===== config.mk =====
export PLATFORM = sky130hd
export DESIGN_NAME = wb_cal_scheduler
export DESIGN_NICKNAME = d
export VERILOG_FILES = /design/src/rtl/wb_cal_scheduler.sv
export SDC_FILE = /design/constraint.sdc
export NUM_CORES = 1
export LEC_CHECK = 0
export CORE_MARGIN = 5
export CORE_UTILIZATION = 46
export DETAILED_ROUTE_END_ITERATION = 6
export GPL_TIMING_DRIVEN = 0
export PLACE_DENSITY = 0.76
export SYNTH_ARGS = -nofsm -noshare
export SYNTH_HDL_FRONTEND = slang
export SYNTH_SLANG_ARGS = --single-unit

===== constraint.sdc =====
create_clock -name clk_i -period 3.8 [get_ports clk_i]
set_clock_uncertainty 0.2 [all_clocks]
set_input_delay 0.76 -clock clk_i [delete_from_list [all_inputs] [get_ports clk_i]]
set_output_delay 0.76 -clock clk_i [all_outputs]
set_load 0.01 [all_outputs]

===== src/rtl/wb_cal_scheduler.sv =====
// wb_cal_scheduler: decides when the white-balance corrector recalibrates.
//
// A calibration is requested either by software (cal_req_i) or periodically,
// every period_i frames while enable_i is set. A pending request arms the
// scheduler. The next frame start then launches the calibration with a
// one-cycle cal_stb. The calibration finishes when the corrector returns
// cal_done_i. It is aborted, and the sticky timeout_o flag set, if
// TIMEOUT_FRAMES frame starts pass without cal_done_i.
//
// The CSR control values are shadowed on every frame start. The corrector
// therefore only sees changes at frame boundaries.
//
// Ports:
//   clk_i, rst_i             clock, synchronous active-high reset
//   frame_start_i            one-cycle pulse per video frame
//   enable_i, period_i       periodic calibration control (period 0 = off)
//   cal_req_i                software calibration request pulse
//   cal_done_i               corrector reports calibration complete
//   tmo_clr_i                clears timeout_o
//   mode_i .. man_lock_i     unshadowed CSR values
//   wb_ctrl_*_o              shadowed controls and cal_stb towards the corrector
//   busy_o                   request pending or calibration in flight
//   timeout_o                sticky abort flag
//   cal_cnt_o                completed calibrations, saturating
module wb_cal_scheduler #(
  parameter int unsigned TIMEOUT_FRAMES = 4,
  parameter int unsigned PERIOD_W       = 8
) (
  input  logic                clk_i,
  input  logic                rst_i,
  input  logic                frame_start_i,
  input  logic                enable_i,
  input  logic [PERIOD_W-1:0] period_i,
  input  logic                cal_req_i,
  input  logic                cal_done_i,
  input  logic                tmo_clr_i,
  input  logic [1:0]          mode_i,
  input  logic [1:0]          man_sel_i,
  input  logic [31:0]         man_coef_i,
  input  logic                man_lock_i,
  output logic [1:0]          wb_ctrl_mode_o,
  output logic                wb_ctrl_cal_stb_o,
  output logic [1:0]          wb_ctrl_man_sel_o,
  output logic [31:0]         wb_ctrl_man_coef_o,
  output logic                wb_ctrl_man_lock_o,
  output logic                busy_o,
  output logic                timeout_o,
  output logic [15:0]         cal_cnt_o
);

  localparam logic [1:0] StIdle  = 2'd0;
  localparam logic [1:0] StArmed = 2'd1;
  localparam logic [1:0] StCalib = 2'd2;

  // tmo_cnt value at which the next frame start aborts the calibration.
  localparam logic [7:0] TmoLast = 8'(TIMEOUT_FRAMES - 1);

  logic [1:0]          state_q, state_d;
  logic                pending_q, pending_d;
  logic [PERIOD_W-1:0] frame_cnt_q, frame_cnt_d;
  logic [7:0]          tmo_cnt_q, tmo_cnt_d;
  logic [15:0]         cal_cnt_q, cal_cnt_d;
  logic                timeout_q, timeout_d;
  logic                cal_stb_q, cal_stb_d;
  logic [1:0]          mode_q, mode_d;
  logic [1:0]          man_sel_q, man_sel_d;
  logic [31:0]         man_coef_q, man_coef_d;
  logic                man_lock_q, man_lock_d;

  logic                per_en;
  logic                per_hit;
  logic                req_set;
  logic                take;
  logic                tmo_set;
  logic [PERIOD_W-1:0] period_m1;

  always_comb begin
    period_m1 = period_i - PERIOD_W'(1);
    per_en    = enable_i && (period_i != '0);
    per_hit   = frame_start_i && per_en && (frame_cnt_q >= period_m1);

    frame_cnt_d = frame_cnt_q;
    if (!per_en) begin
      frame_cnt_d = '0;
    end else if (frame_start_i) begin
      frame_cnt_d = per_hit ? '0 : frame_cnt_q + PERIOD_W'(1);
    end

    // Software requests are dropped while calibrating. Periodic ones are kept
    // so that they run after the current calibration finishes.
    req_set   = cal_req_i && (state_q != StCalib);
    take      = (state_q == StIdle) && pending_q;
    pending_d = req_set | per_hit | (pending_q & ~take);

    state_d   = state_q;
    tmo_cnt_d = tmo_cnt_q;
    cal_cnt_d = cal_cnt_q;
    cal_stb_d = 1'b0;
    tmo_set   = 1'b0;

    case (state_q)
      StIdle: begin
        if (pending_q) state_d = StArmed;
      end
      StArmed: begin
        if (frame_start_i) begin
          state_d   = StCalib;
          tmo_cnt_d = '0;
          cal_stb_d = 1'b1;
        end
      end
      StCalib: begin
        if (frame_start_i) tmo_cnt_d = tmo_cnt_q + 8'd1;
        // A completion beats a timeout that lands on the same cycle.
        if (cal_done_i) begin
          state_d = StIdle;
          if (cal_cnt_q != 16'hFFFF) cal_cnt_d = cal_cnt_q + 16'd1;
        end else if (frame_start_i && (tmo_cnt_q == TmoLast)) begin
          state_d = StIdle;
          tmo_set = 1'b1;
        end
      end
      default: state_d = StIdle;
    endcase

    timeout_d = tmo_set | (timeout_q & ~tmo_clr_i);

    mode_d     = mode_q;
    man_sel_d  = man_sel_q;
    man_coef_d = man_coef_q;
    man_lock_d = man_lock_q;
    if (frame_start_i) begin
      mode_d     = mode_i;
      man_sel_d  = man_sel_i;
      man_coef_d = man_coef_i;
      man_lock_d = man_lock_i;
    end
  end

  always_ff @(posedge clk_i) begin
    if (rst_i) begin
      state_q     <= StIdle;
      pending_q   <= 1'b0;
      frame_cnt_q <= '0;
      tmo_cnt_q   <= '0;
      cal_cnt_q   <= '0;
      timeout_q   <= 1'b0;
      cal_stb_q   <= 1'b0;
      mode_q      <= 2'd2;
      man_sel_q   <= '0;
      man_coef_q  <= '0;
      man_lock_q  <= 1'b0;
    end else begin
      state_q     <= state_d;
      pending_q   <= pending_d;
      frame_cnt_q <= frame_cnt_d;
      tmo_cnt_q   <= tmo_cnt_d;
      cal_cnt_q   <= cal_cnt_d;
      timeout_q   <= timeout_d;
      cal_stb_q   <= cal_stb_d;
      mode_q      <= mode_d;
      man_sel_q   <= man_sel_d;
      man_coef_q  <= man_coef_d;
      man_lock_q  <= man_lock_d;
    end
  end

  assign wb_ctrl_mode_o     = mode_q;
  assign wb_ctrl_cal_stb_o  = cal_stb_q;
  assign wb_ctrl_man_sel_o  = man_sel_q;
  assign wb_ctrl_man_coef_o = man_coef_q;
  assign wb_ctrl_man_lock_o = man_lock_q;
  assign busy_o             = pending_q | (state_q != StIdle);
  assign timeout_o          = timeout_q;
  assign cal_cnt_o          = cal_cnt_q;

endmodule


==> run metrics <==
drt first-iter violations 174; final hold violation count 0; Mapped Cells 376; Max stage delay on crit path 0.67 ns; leading area contributor after synthesis dfxtp_1; outcome completed; grt ovf 0; setup ws final 0.285 ns; max-capacitance violation count 0; first-pass iteration count of the detailed router 4; post-layout util 66.6%; WP buf/inv 1; area grow syn2layout 41.3%; number of setup buffers added after CTS 0; Placeable Area 7250 um2; clk slew on worst S/H paths 0.08 ns; Hold Path Class register to register; RSZ-0062 raised after global routing no; tightest hold margin 0.285 ns; io pins 108; most common cell after layout, fill and taps aside clkdlybuf4s50_1; Netlist cell types 45; vias in the first global route 3036; WP data arrival 3.50 ns; final instance area 4830 um2; RD Place Congestion 0.815; worst slew pin tran 0.836 ns; first-pass GRT wire length 13700 um; most frequent cells in the layout 107 x clkdlybuf4s50_1, 74 x dfxtp_1, 52 x nor2_1; Vias/cell 5.27; xor/xnor share of the synthesized area 4.61%; post-placement cell area 4610 um2; Syn Std Cell Area 3420 um2; CP max-delay cell o221ai_1; post-synthesis sequential area ratio 43.3%; Layout Nets 559; Power Density 354 nW/um2; Initial Utilization 47.1%; CTS H-Tree Depth 3; DR WL met2 4060 um; simple-gate share of the synthesized area 22.7%; Total GRT Usage 19.0%; Post-Route M1 WL 3690 um; largest family of logic cells by synthesized area simple AND/OR/NAND/NOR gates; mux cell area share after synthesis 11.8%; Synth Area per Inst 9.09 um2; synth top area cells dfxtp_1 43%, mux2i_1 11%, nor2_1 5.7%; top layer in use met4; Worst setup EP type register; post-cts gate resize count 0; Crit path max-delay family simple AND/OR/NAND/NOR gates; Final min period 3.52 ns; Total Routed Length 8600 um; Worst-Skew Late Latency 0.35 ns; crit path launch type input pin; CTS tree done; n_diodes 0; Filler cells 599; clk sinks 74; post-synthesis compound-gate area fraction 9.55%; syn nets 441; Yosys top cell area share 43.3%; fraction of layout cells with a size suffix above 1 5.22%; Site Rows 31; Crit Path Class input pin to register; Worst Path Max Fanout 9; final worst-path cycle share 92.5%; # setup viols final 0; DRC violations left 0; Max Slew Vio Count 0; FMAX 284 MHz; DP HPWL 6520 um; root buf cell clkbuf_8; vias post-DR 3144; cts hold-fix bufs 0; Detail Route Antenna Nets 0; crit path cell chain clkdlybuf4s50_1 > nor3_1 > nor3b_1 > xnor2_1 > ha_1 > nand2_1 > or3_1 > o221ai_1 > a211oi_1; P_leak 1.85 nW; CP required 3.78 ns; port buffer count 107; VDD IR max 0.219 mV; Inserted Clock Buffers 9; Met3 Routed Length 712 um; Die Ht 96.2 um; die width 96.2 um; pin count of the biggest net entering global routing 14; Yosys warning count 0; slew margin rel. 44.3%; #FFs+latches synth 74; initial antenna violation count 0; Synth Area in Adders 4.76%; total chip power 0.00171 W; pre-CTS setup slack -0.00820 ns; Die Area 9260 um2; routed len/inst 14.4 um; Bufs on Longest Clock Path 2
worst paths after layout:
kind / start / endpoint / cells after the start / slack (ns)
hold / removal: wb_ctrl_mode_o[1] / wb_ctrl_mode_o[1] / 2 / 0.29
hold reg to reg: wb_ctrl_mode_o[1] / wb_ctrl_mode_o[1] / 2 / 0.29
setup reg to reg: frame_cnt_q[3] / frame_cnt_q[5] / 5 / 1.56
setup / recovery: period_i[2] / frame_cnt_q[5] / 9 / 0.28
registers in the layout, summed over array words and instances, names as in the netlist:
register,flops
frame_cnt_q,8
wb_ctrl_cal_stb_o,1
wb_ctrl_man_lock_o,1
pending_q,1
state_q,2
tmo_cnt_q,8
wb_ctrl_mode_o,2
cal_cnt_o,16
wb_ctrl_man_coef_o,32
timeout_o,1
wb_ctrl_man_sel_o,2
through the flow:
step | setup TNS, ns | cells
floorplan | 0 | 376
global placement | 0 | 582
detailed placement | -0.0104 | 582
CTS | 0 | 597
global route | 0 | 597
finish | 0 | 597
cells in the mapped netlist (all sizes together):
cell and number:
a211o 2, a211oi 7, a21oi 21, a31o 1
a31oi 3, and2 2, and3 3, and4 2
buf 8, clkbuf 9, dfxtp 74, ha 13
inv 11, mux2 2, mux2i 38, nand2 19
nand2b 5, nand3 10, nand3b 3, nand4 13
nand4b 1, nor2 52, nor2b 2, nor3 14
nor3b 2, nor4 4, nor4b 2, o21ai 8
o221a 1, o221ai 1, o311a 1, o31ai 6
o32ai 1, or2 3, or3 7, or4 7
xnor2 7, xor2 11
worst register-to-register path, delay by kind of cell (launching register included):
| family | cells | cell delay (ns) |
|---|---|---|
| DFF | 1 | 0.35 |
| and+or+nand+nor | 2 | 0.40 |
| AOI/OAI and AO/OA | 2 | 0.84 |
| adders and majority gates | 1 | 0.30 |
metal layers:
metal	vias up	track usage, %
met1	1446	22.6
met4	0	7.70
li1	1587	-
met5	-	0
met2	99	30.5
met3	12	7.35
where the power goes:
group / internal [W] / switching (W) / leakage, nW / total, W
clock: 0.000370 / 0.000302 / 0.110 / 0.000672
sequential: 0.000801 / 0.0000141 / 0.604 / 0.000815
combinational: 0.000128 / 0.0000953 / 1.14 / 0.000223
cells by family after synthesis:
kind of cell,after synthesis
buffers and inverters,28
adders and majority gates,13
muxes,40
AOI/OAI and AO/OA,52
and+or+nand+nor,151
DFF,74
xor gates and xnor gates,18
layout make-up:
class	instances	area, um2	area share, %
plain buffers	17	71.3	1.48
multi-input cells	274	1820	37.8
inverters	11	41.3	0.855
repair buffers	107	1070	22.2
clock buffers	9	124	2.57
well taps	99	124	2.57
clock inverters	6	91.3	1.89
flip-flops and latches	74	1480	30.7
(Power assumes the default switching activity.)
